$ cat src/rtl/pc_gen_pkg.sv
// pc_gen_pkg: shared types and helpers for the IF1 fetch-address generator.
//   pc_state_e : BOOT / RUN / HALTED control states
//   pc_src_e   : which source drives the next fetch PC
//   align_pc   : clears the low log2(inc_bytes) bits of an address
package pc_gen_pkg;

    typedef enum logic [1:0] {
        BOOT   = 2'd0,
        RUN    = 2'd1,
        HALTED = 2'd2
    } pc_state_e;

    typedef enum logic [2:0] {
        SRC_HOLD     = 3'd0,
        SRC_TRAP     = 3'd1,
        SRC_REDIRECT = 3'd2,
        SRC_RAS      = 3'd3,
        SRC_PRED     = 3'd4,
        SRC_SEQ      = 3'd5
    } pc_src_e;

    // Operates on a 64-bit container so any XLEN up to 64 can use it;
    // callers zero-extend the input and size-cast the result back.
    function automatic logic [63:0] align_pc(input logic [63:0] pc,
                                             input int unsigned inc_bytes);
        return pc & ~(64'(inc_bytes) - 64'd1);
    endfunction

endpackage

$ cat src/rtl/pc_ras.sv
// pc_ras: circular return-address stack used by pc_gen_unit when PC_RAS_EN
// is defined.
//   clk, reset_n : clock, asynchronous active-low reset
//   clear        : empty the stack (takes priority over push/pop)
//   push, pop    : push push_data / pop top; both together replace the top
//   push_data    : return address to push
//   top          : most recently pushed entry (valid when !empty)
//   empty        : no entries held
// When full, a push overwrites the oldest entry and the count saturates.
module pc_ras #(
    parameter int unsigned DATA_W = 32,
    parameter int unsigned DEPTH  = 4
) (
    input  logic              clk,
    input  logic              reset_n,
    input  logic              clear,
    input  logic              push,
    input  logic              pop,
    input  logic [DATA_W-1:0] push_data,
    output logic [DATA_W-1:0] top,
    output logic              empty
);

    localparam int unsigned PTR_W = (DEPTH > 1) ? $clog2(DEPTH) : 1;
    localparam int unsigned CNT_W = PTR_W + 1;

    logic [DATA_W-1:0] mem [DEPTH];
    logic [PTR_W-1:0]  wr_ptr;   // next slot to write; top lives at wr_ptr-1
    logic [CNT_W-1:0]  count;
    logic [PTR_W-1:0]  top_ptr;
    logic              do_pop;

    assign top_ptr = wr_ptr - 1'b1;
    assign top     = mem[top_ptr];
    assign empty   = (count == '0);
    assign do_pop  = pop && !empty;

    always_ff @(posedge clk or negedge reset_n) begin
        if (!reset_n) begin
            wr_ptr <= '0;
            count  <= '0;
            for (int i = 0; i < int'(DEPTH); i++) begin
                mem[i] <= '0;
            end
        end else if (clear) begin
            wr_ptr <= '0;
            count  <= '0;
        end else if (push && do_pop) begin
            mem[top_ptr] <= push_data;
        end else if (push) begin
            mem[wr_ptr] <= push_data;
            wr_ptr      <= wr_ptr + 1'b1;
            if (count != CNT_W'(DEPTH)) begin
                count <= count + 1'b1;
            end
        end else if (do_pop) begin
            wr_ptr <= top_ptr;
            count  <= count - 1'b1;
        end
    end

endmodule

$ cat src/rtl/pc_gen_unit.sv
// pc_gen_unit: IF1 fetch-address generator.
// Holds the fetch PC and picks the next one by priority:
//   trap > EXE redirect > RAS return (PC_RAS_EN only) > predictor > PC+INC.
// Trap/redirect load even while stalled and raise flush_if for one cycle
// (registered, so it coincides with the redirected PC).
// Optional feature macro: PC_RAS_EN (return-address stack).
// Ports:
//   clk, reset_n                 clock, asynchronous active-low reset
//   en_if1                       fetch advance enable (0 = stall)
//   trap_valid/trap_target       trap redirect
//   redirect_valid_exe/_target   EXE mispredict correction
//   pred_valid_if1/_target       predictor taken hint
//   call_if1, ret_if1            predecoded call/return at current PC
//   halt_req, resume_req         debug halt / resume
//   current_pc_if1, next_pc_if1  fetch PC, combinational next PC
//   pc_valid_if1, flush_if       valid fetch, redirect flush pulse
//   halted                       unit is HALTED
//   fsm_state                    control state for observation
module pc_gen_unit import pc_gen_pkg::*; #(
    parameter int unsigned      XLEN         = 32,
    parameter logic [XLEN-1:0]  RESET_VECTOR = '0,
    parameter int unsigned      INC_BYTES    = 4,
    parameter int unsigned      RAS_DEPTH    = 4
) (
    input  logic            clk,
    input  logic            reset_n,
    input  logic            en_if1,
    input  logic            trap_valid,
    input  logic [XLEN-1:0] trap_target,
    input  logic            redirect_valid_exe,
    input  logic [XLEN-1:0] redirect_target_exe,
    input  logic            pred_valid_if1,
    input  logic [XLEN-1:0] pred_target_if1,
    input  logic            call_if1,
    input  logic            ret_if1,
    input  logic            halt_req,
    input  logic            resume_req,
    output logic [XLEN-1:0] current_pc_if1,
    output logic [XLEN-1:0] next_pc_if1,
    output logic            pc_valid_if1,
    output logic            flush_if,
    output logic            halted,
    output pc_state_e       fsm_state
);

    pc_state_e       state, state_next;
    pc_src_e         src;
    logic            in_run, active, redirect_taken, load_pc;
    logic            ras_hit;
    logic [XLEN-1:0] seq_pc, ras_top, next_pc;

    assign in_run  = (state == RUN);
    assign active  = (state == RUN) || (state == HALTED);
    assign seq_pc  = current_pc_if1 + XLEN'(INC_BYTES);

`ifdef PC_RAS_EN
    logic ras_empty, ras_push, ras_pop;

    assign ras_hit  = in_run && ret_if1 && !ras_empty;
    // Call/return only update the stack when the predicted path actually
    // advances; a trap or redirect in the same cycle discards them.
    assign ras_push = in_run && en_if1 && call_if1 && !redirect_taken;
    assign ras_pop  = ras_hit && en_if1 && !redirect_taken;

    pc_ras #(
        .DATA_W (XLEN),
        .DEPTH  (RAS_DEPTH)
    ) u_ras (
        .clk       (clk),
        .reset_n   (reset_n),
        .clear     (src == SRC_TRAP),
        .push      (ras_push),
        .pop       (ras_pop),
        .push_data (seq_pc),
        .top       (ras_top),
        .empty     (ras_empty)
    );
`else
    logic unused_ras;
    assign unused_ras = ^{call_if1, ret_if1, 1'(RAS_DEPTH)};
    assign ras_hit    = 1'b0;
    assign ras_top    = '0;
`endif

    // Source select; BOOT and HALTED without a redirect hold the PC.
    always_comb begin
        src = SRC_HOLD;
        if (active && trap_valid) begin
            src = SRC_TRAP;
        end else if (active && redirect_valid_exe) begin
            src = SRC_REDIRECT;
        end else if (in_run) begin
            if (ras_hit)             src = SRC_RAS;
            else if (pred_valid_if1) src = SRC_PRED;
            else                     src = SRC_SEQ;
        end
    end

    always_comb begin
        next_pc = current_pc_if1;
        case (src)
            SRC_TRAP:     next_pc = XLEN'(align_pc(64'(trap_target), INC_BYTES));
            SRC_REDIRECT: next_pc = XLEN'(align_pc(64'(redirect_target_exe), INC_BYTES));
            SRC_RAS:      next_pc = XLEN'(align_pc(64'(ras_top), INC_BYTES));
            SRC_PRED:     next_pc = XLEN'(align_pc(64'(pred_target_if1), INC_BYTES));
            SRC_SEQ:      next_pc = seq_pc;
            default:      next_pc = current_pc_if1;
        endcase
    end

    assign redirect_taken = (src == SRC_TRAP) || (src == SRC_REDIRECT);
    assign load_pc        = redirect_taken || (in_run && en_if1);

    // A halt that coincides with a redirect is deferred by one cycle.
    always_comb begin
        state_next = state;
        case (state)
            BOOT:    state_next = RUN;
            RUN:     if (halt_req && !redirect_taken) state_next = HALTED;
            HALTED:  if (resume_req && !halt_req)     state_next = RUN;
            default: state_next = BOOT;
        endcase
    end

    always_ff @(posedge clk or negedge reset_n) begin
        if (!reset_n) begin
            state          <= BOOT;
            current_pc_if1 <= RESET_VECTOR;
            flush_if       <= 1'b0;
        end else begin
            state    <= state_next;
            flush_if <= redirect_taken;
            if (load_pc) begin
                current_pc_if1 <= next_pc;
            end
        end
    end

    assign next_pc_if1  = next_pc;
    assign pc_valid_if1 = in_run;
    assign halted       = (state == HALTED);
    assign fsm_state    = state;

endmodule
$ cat config.mk
export PLATFORM = sky130hd
export DESIGN_NAME = pc_gen_unit
export DESIGN_NICKNAME = d
export VERILOG_FILES = /design/src/rtl/pc_gen_pkg.sv /design/src/rtl/pc_ras.sv /design/src/rtl/pc_gen_unit.sv
export SDC_FILE = /design/constraint.sdc
export NUM_CORES = 1
export LEC_CHECK = 0
export BUFFER_PORTS_ARGS = -buffer_cell sky130_fd_sc_hd__buf_2
export CORE_ASPECT_RATIO = 1.25
export CORE_MARGIN = 5
export CORE_UTILIZATION = 45
export CTS_BUF_LIST = sky130_fd_sc_hd__clkbuf_8
export DETAILED_ROUTE_END_ITERATION = 6
export PLACE_DENSITY = 0.77
export RECOVER_POWER = 50
export SLEW_MARGIN = 25
export SYNTH_ARGS = -nofsm -noshare
export SYNTH_HDL_FRONTEND = slang
export SYNTH_HIERARCHICAL = 1
export SYNTH_SLANG_ARGS = --single-unit
$ cat constraint.sdc
create_clock -name clk -period 2.7 [get_ports clk]
set_input_delay 0.27 -clock clk [delete_from_list [all_inputs] [get_ports clk]]
set_output_delay 0.27 -clock clk [all_outputs]
set_load 0.02 [all_outputs]
==> results.ini, run 1 <==
[global_route]
grt_pass1_vias = 4890
grt_max_degree = 36
grt_pass1_wl_um = 24200
track_usage_pct = 28.4
antenna_found_initial = 0
overflow = 0

[timing]
fin_tns_setup_ns = -0.0692
post-route-period-util_pct = 101
worst_pin_slew_ns = 2.13
min_period_ns = 2.73
hold_violations = 0
achievable-frequency_ghz = 0.366
setup_ws_ns = -0.0295
clock_skew_ns = 0.00596
drv_slew = 36
setup_viol = 3
relSlewSlack_pct = -42.0
rsz0062_at_grt = yes

[worst_setup_path]
worstSetupEndpointType = output pin
crit_required_ns = 2.43
r2r-start = fsm_state[0]
worstSetupStartpointType = flop
cp_slowest_cell = a222oi_1
worst_ep_arrival_time_ns = 2.46
critPathMostFrequentCell = buf_6
cp_max_fo = 12
startpoint = fsm_state[0]
path_cells = inv_2 > ha_4 > buf_6 > and3b_2 > buf_8 > a222oi_1 > buf_4 > o311ai_4 > buf_6
max_stage_delay_ns = 0.42
criticalPathCategory = flop to output pin

[power]
intPower_w = 0.00396
vdd_drop_max_uv = 892
seq_power_share_pct = 13.8
p_leak_nw = 2.52
pwr-share-clk_pct = 5.2
switching_power_w = 0.00453
switching_share_pct = 53.3
power_density_nw_per_um2 = 1520
comb_power_share_pct = 81.0

[yosys]
syn-num-nets = 624
synth_edf_count = 0
yosysWarnings = 6
synth-seq-cells = 35
yosysUniqueCellTypes = 73
synth.top_cell.area_share_pct = 23.0
ys_async_sr_fraction_pct = 100
yosys.area.top_type = dfrtp_1
synth-seq-area-share_pct = 23.0
syn-cell-area_sq_um = 3810
netlist_instances = 512
synth_ff_type = dfrtp_1
avgSynthCellArea_sq_um = 7.43
synthTopCellsByArea = dfrtp_1, nand2_1, a21oi_1

[detailed_routing]
first_pass_iters = 7
route.detailed.wl_per_inst_um = 19.5
viasPerCell = 6.29
highest_layer = met4
dr_wl_met2_um = 7630
routedLengthMet1_um = 6060
wl_met3_um = 1550
ant_nets = 0
wirelength_um = 15800
vias = 5112
drc = 5
drtIter0Drc = 418

[placed_design]
dp_worst_setup_slack_ns = 0.0390
numPortBuffers = 166
routabilityCongestion = 0.936
hpwlAfterDp_um = 11500
post-place-cells = 772

[die]
core_area_sq_um = 8240
die_y_um = 113
dieArea_sq_um = 10400
die_x_um = 92.3
initial_core_util_pct = 46.2
ios = 175
rows = 37

[worst_hold_path]
hold_start = pred_target_if1[2]
min_path_type = input port to flop

[clock_network]
cts_root_buffer = clkbuf_8
clk_latency_ns = 0.29
cts_num_sinks = 35
cts_tree = yes
clock_path_buffers = 2
h-tree-depth = 2
path_clk_slew_ns = 0.08
numCtsBuffers = 5

[job]
maxCapViolations = 1

[status]
status = complete, but fails checks
failed_checks = DRC, capacitance limit, slew limit, setup timing

[cells_and_area]
layout.cells.non_filler = 813
area_growth_pct = 46.8
antenna_cells = 0
layout.nets = 827
drive_gt1_share_pct = 42.9

## through the flow
step | hold slack [ns] | utilization, % | area, sq um | total power [W]
after floorplan | -0.0256 | - | 3840 | 0.00496
after global placement | 0.410 | 59.1 | 4870 | 0.00671
after detailed placement | 0.432 | 59.1 | 4870 | 0.00683
after CTS | 0.115 | 63.9 | 5270 | 0.00780
after global routing | 0.302 | 67.8 | 5590 | 0.00899
final | 0.267 | 67.8 | 5590 | 0.00848
## sequential cells by signal, indices dropped and copies added, names as in the netlist
register	flops
current_pc_if1	32
fsm_state	2
flush_if	1
## worst max-delay path: cells and delay by family (launching register included)
family          cells  cell delay (ns)
buf+inv             5             0.74
compound gates      2             0.53
flops               1             0.41
simple gates        1             0.25
fa+ha+maj           1             0.22
## worst paths after layout
kind	end	slack (ns)	cells past startpoint
max	next_pc_if1[7]	-0.03	9
min	current_pc_if1[2]	0.27	3
max reg2reg	current_pc_if1[9]	0.03	14
min reg2reg	current_pc_if1[0]	0.53	1
max in group asynchronous	current_pc_if1[7]	0.76	1
min in group asynchronous	current_pc_if1[9]	0.58	1
## metal layers
metal | up-vias | GRT usage [%]
li1 | 2363 | -
met1 | 2379 | 34.4
met2 | 321 | 48.7
met3 | 49 | 5.52
met4 | 0 | 12.3
met5 | - | 0
## Yosys cell counts (all sizes together), types with 6 or more instances
| master | number |
|---|---|
| o311ai | 6 |
| inv | 26 |
| nor2b | 6 |
| o21a | 6 |
| a22oi | 6 |
| a222oi | 10 |
| a21oi | 46 |
| o21ai | 30 |
| nand4 | 10 |
| a22o | 6 |
| a21boi | 6 |
| clkbuf | 21 |
| nor3 | 26 |
| or3 | 8 |
| ha | 6 |
| nand3 | 17 |
| and4 | 8 |
| nand2 | 74 |
| a221oi | 14 |
| buf | 23 |
| dfrtp | 35 |
| nor2 | 25 |
| o221ai | 6 |
| a211oi | 10 |
| a2bb2oi | 6 |
## cells by family (layout without fill, tap and decap cells)
kind of cell	after synthesis	after routing	synth area share, %
AO/OA/AOI/OAI	190	190	36.1
XOR/XNOR	5	5	1.15
adder cells (fa/ha/maj)	6	6	1.97
buffers and inverters	71	275	9.50
flip-flops	35	35	23.0
multiplexers	4	4	1.12
AND/OR/NAND/NOR	201	201	27.2
## power by group through the flow
stage | clock network (W) | registers (W) | logic (W)
floorplan | 0 | 0.00130 | 0.00366
global route | 0.000468 | 0.00121 | 0.00731
global placement | 0 | 0.00113 | 0.00558
detailed placement | 0 | 0.00114 | 0.00569
CTS | 0.000439 | 0.00114 | 0.00622
finish | 0.000439 | 0.00117 | 0.00687
## area by class of cell
cell class,instances,area [sq um]
sequential,35,877
inverter,26,97.6
tap,97,121
timing repair buffer,241,1470
clock buffer,7,96.3
multi-input combinational,406,2920
fill,752,2650
clock inverter,1,3.75
## cell usage in the layout, fill, tap and decap left out, drive strengths merged, types with 6 or more instances in the layout
| master | netlist | layout |
|---|---|---|
| a222oi | 10 | 10 |
| buf | 23 | 219 |
| nor3 | 26 | 26 |
| a22o | 6 | 6 |
| and4 | 8 | 8 |
| nor2b | 6 | 6 |
| nand2 | 74 | 74 |
| o21ai | 30 | 30 |
| or3 | 8 | 8 |
| clkbuf | 21 | 29 |
| o221ai | 6 | 6 |
| inv | 26 | 27 |
| nor2 | 25 | 25 |
| nand4 | 10 | 10 |
| dfrtp | 35 | 35 |
| a2bb2oi | 6 | 6 |
| a22oi | 6 | 6 |
| a211oi | 10 | 10 |
| nand3 | 17 | 17 |
| ha | 6 | 6 |
| a221oi | 14 | 14 |
| a21oi | 46 | 46 |
| a21boi | 6 | 6 |
| o21a | 6 | 6 |
| o311ai | 6 | 6 |
## timing repair
| action | in CTS | in global routing |
|---|---|---|
| gates cloned | 0 | 2 |
| endpoints found under the setup margin | 30 | 32 |
| hold buffers | 0 | 0 |
| gates resized for setup | 50 | 55 |
| setup buffers | 15 | 16 |
| pin swaps | 13 | 31 |
Power figures use the tool's default switching activity.
==> run 2: changes to the inputs <==
- REMOVE_ABC_BUFFERS: default -> 1
==> run 2 against run 1 <==
Cell count is 1.4% lower. Non-clock buffer count is 9 lower. Via count fell by 0.59%. Global-route usage fell by 0.60 points. Critical endpoint is now next_pc_if1[11]. The flow finishes with violations (capacitance limit, slew limit, setup timing). Clock power decreased by 13%. Flip-flop and latch count did not move. Worst setup slack improved by 0.027 ns. Core utilization is 2.6 points lower. Clock skew is essentially flat.
==> results.ini, run 2 (synthesis gave the netlist of run 1 again) <==
[status]
status = complete, but fails checks  ; unchanged
failed_checks = capacitance limit, slew limit, setup timing  ; was DRC, capacitance limit, slew limit, setup timing

[global_route]
antenna_found_initial = 0  ; unchanged
grt_pass1_vias = 4867  ; was 4890
grt_max_degree = 36  ; unchanged
grt_pass1_wl_um = 23800  ; was 24200 um
track_usage_pct = 27.8  ; was 28.4%
overflow = 0  ; unchanged

[worst_setup_path]
path_cells = inv_2 > ha_4 > buf_4 > buf_4 > nor3_1 > a21oi_1 > a221oi_2 > a21oi_1 > a2bb2oi_1 > buf_2  ; was inv_2 > ha_4 > buf_6 > and3b_2 > buf_8 > a222oi_1 > buf_4 > o311ai_4 > buf_6
reg2reg_depth = 9  ; was 14
criticalPathCategory = flop to output pin  ; unchanged
cp_num_cells = 10  ; was 9
timing.critical_path.to = next_pc_if1[11]  ; was next_pc_if1[7]
path_delay_family = compound AO/OA/AOI/OAI gates  ; was buffers and inverters
reg2reg_slack_ns = 0.12  ; was 0.03 ns
worst_ep_arrival_time_ns = 2.43  ; was 2.46 ns
worstSetupEndpointType = output pin  ; unchanged
r2r-start = fsm_state[0]  ; unchanged
r2r-end = current_pc_if1[19]  ; was current_pc_if1[9]
startpoint = fsm_state[1]  ; was fsm_state[0]
cp_slowest_cell = a221oi_2  ; was a222oi_1
worst-path-buf-inv = 4  ; was 5
max_stage_delay_ns = 0.42  ; about the same
crit_required_ns = 2.43  ; about the same
cp_max_fo = 6  ; was 12
worstSetupStartpointType = flop  ; unchanged

[cells_and_area]
layout_commonest_cell = buf_2  ; unchanged
layout_common_cells = buf_2, nand2_1, buf_4, a21oi_1, dfrtp_1  ; unchanged
area_growth_pct = 41.3  ; was 46.8%
fillers = 742  ; was 752
largest_register_ffs = 32  ; unchanged
post-route-util_pct = 65.2  ; was 67.8%
layout.nets = 818  ; was 827
fin_area_sq_um = 5380  ; was 5590 sq um
antenna_cells = 0  ; unchanged
regMostFlops = current_pc_if1  ; unchanged
drive_gt1_share_pct = 38.2  ; was 42.9%

[clock_network]
h-tree-depth = 2  ; unchanged
path_clk_slew_ns = 0.07  ; was 0.08 ns
clk_latency_ns = 0.30  ; was 0.29 ns
clock_path_buffers = 2  ; unchanged
cts_tree = yes  ; unchanged
cts_root_buffer = clkbuf_8  ; unchanged
cts_hold_buf = 0  ; unchanged
cts_num_sinks = 35  ; unchanged
numCtsBuffers = 5  ; unchanged

[detailed_routing]
drtIter0Drc = 522  ; was 418
vias = 5082  ; was 5112
route.detailed.wl_per_inst_um = 19.5  ; about the same
drc = 0  ; was 5
viasPerCell = 6.34  ; was 6.29
ant_nets = 0  ; unchanged
first_pass_iters = 6  ; was 7
wirelength_um = 15600  ; was 15800 um

[die]
initial_core_util_pct = 46.2  ; unchanged
dieArea_sq_um = 10400  ; unchanged
die_y_um = 113  ; unchanged
die_x_um = 92.3  ; unchanged
rows = 37  ; unchanged
core_area_sq_um = 8240  ; unchanged
ios = 175  ; unchanged

[timing]
drv_slew = 36  ; unchanged
clock_skew_ns = 0.00645  ; was 0.00596 ns
setup_ws_ns = -0.00259  ; was -0.0295 ns
achievable-frequency_ghz = 0.370  ; was 0.366 GHz
setup_viol = 2  ; was 3
post-route-period-util_pct = 100  ; was 101%
rsz0062_at_grt = yes  ; unchanged
relSlewSlack_pct = -46.3  ; was -42.0%
min_period_ns = 2.70  ; was 2.73 ns
worst_pin_slew_ns = 2.19  ; was 2.13 ns
hold_violations = 0  ; unchanged

[placed_design]
place_area_sq_um = 4830  ; was 4870 sq um
routabilityCongestion = 0.924  ; was 0.936
dp_worst_setup_slack_ns = 0.0577  ; was 0.0390 ns
hpwlAfterDp_um = 11100  ; was 11500 um
numPortBuffers = 166  ; unchanged

[power]
p_leak_nw = 2.45  ; was 2.52 nW
p_total_w = 0.00796  ; was 0.00848 W
power_density_nw_per_um2 = 1480  ; was 1520 nW/um^2
vdd_drop_max_uv = 836  ; was 892 uV

[job]
maxCapViolations = 1  ; unchanged

[worst_hold_path]
min_path_type = input port to flop  ; unchanged

## run 2: cell count changes in the layout (fill, tap and decap cells not counted), moves of 3 or more
cell and change:
a21oi_1 +6, a21oi_2 -6, buf_4 -11, clkbuf_1 +3
nor3_1 +3, nor3_2 -3, o21ai_0 +3, o21ai_1 +3
o21ai_2 -7
## run 2: power breakdown
group	leakage (nW)	switching [W]	total [W]	internal [W]
Sequential	0.433	0.000367	0.00115	0.000778
Combinational	1.97	0.00377	0.00644	0.00267
Clock	0.0413	0.000211	0.000380	0.000169
## run 2: layout make-up
type / count / area, sq um / share of cell area (%)
Clock buffer: 5 / 68.8 / 1.28
Clock inverter: 1 / 3.75 / 0.0698
Inverter: 26 / 97.6 / 1.82
Multi-Input combinational cell: 406 / 2790 / 51.9
Sequential cell: 35 / 876 / 16.3
Tap cell: 97 / 121 / 2.26
Timing Repair Buffer: 232 / 1420 / 26.4
## run 2: how the worst min path moves through the flow
stage	end	slack, ns	from	cells past startpoint
floorplan	current_pc_if1[0]	-0.03	reset_n	0
CTS	current_pc_if1[25]	0.11	reset_n	1
finish	current_pc_if1[2]	0.27	pred_target_if1[2]	3
global placement	current_pc_if1[26]	0.42	reset_n	1
global route	current_pc_if1[2]	0.29	pred_target_if1[2]	3
detailed placement	current_pc_if1[25]	0.43	reset_n	1
## run 2: timing repair
| item | in CTS | in global routing |
|---|---|---|
| resized for setup | 20 | 62 |
| buffers inserted | 6 | 15 |
| endpoints found under the setup margin | 29 | 27 |
| gates cloned | 0 | 3 |
| pin swaps | 4 | 17 |
## run 2: through the flow
step	hold slack (ns)	cells	setup TNS (ns)
2_1_floorplan	-0.0256	467	-19.87
3_3_place_gp	0.424	773	0
3_5_place_dp	0.429	773	0
4_1_cts	0.106	785	0
5_1_grt	0.288	802	-0.240
6_report	0.272	802	-0.00307
## run 2: per-layer routing
layer | global-route usage [%] | part of all wire (%)
met1 | 34.4 | 38
met2 | 47.6 | 48
met3 | 6.12 | 10
met4 | 9.32 | 3.7
met5 | 0 | 0
## run 2: worst reg2reg max path: cells and delay by family (launching register included)
kind,cells,cell delay [ns]
AOI/OAI and AO/OA,3,0.58
adders and majority gates,1,0.32
buffers and inverters,3,0.41
DFF,1,0.39
and+or+nand+nor,2,0.81
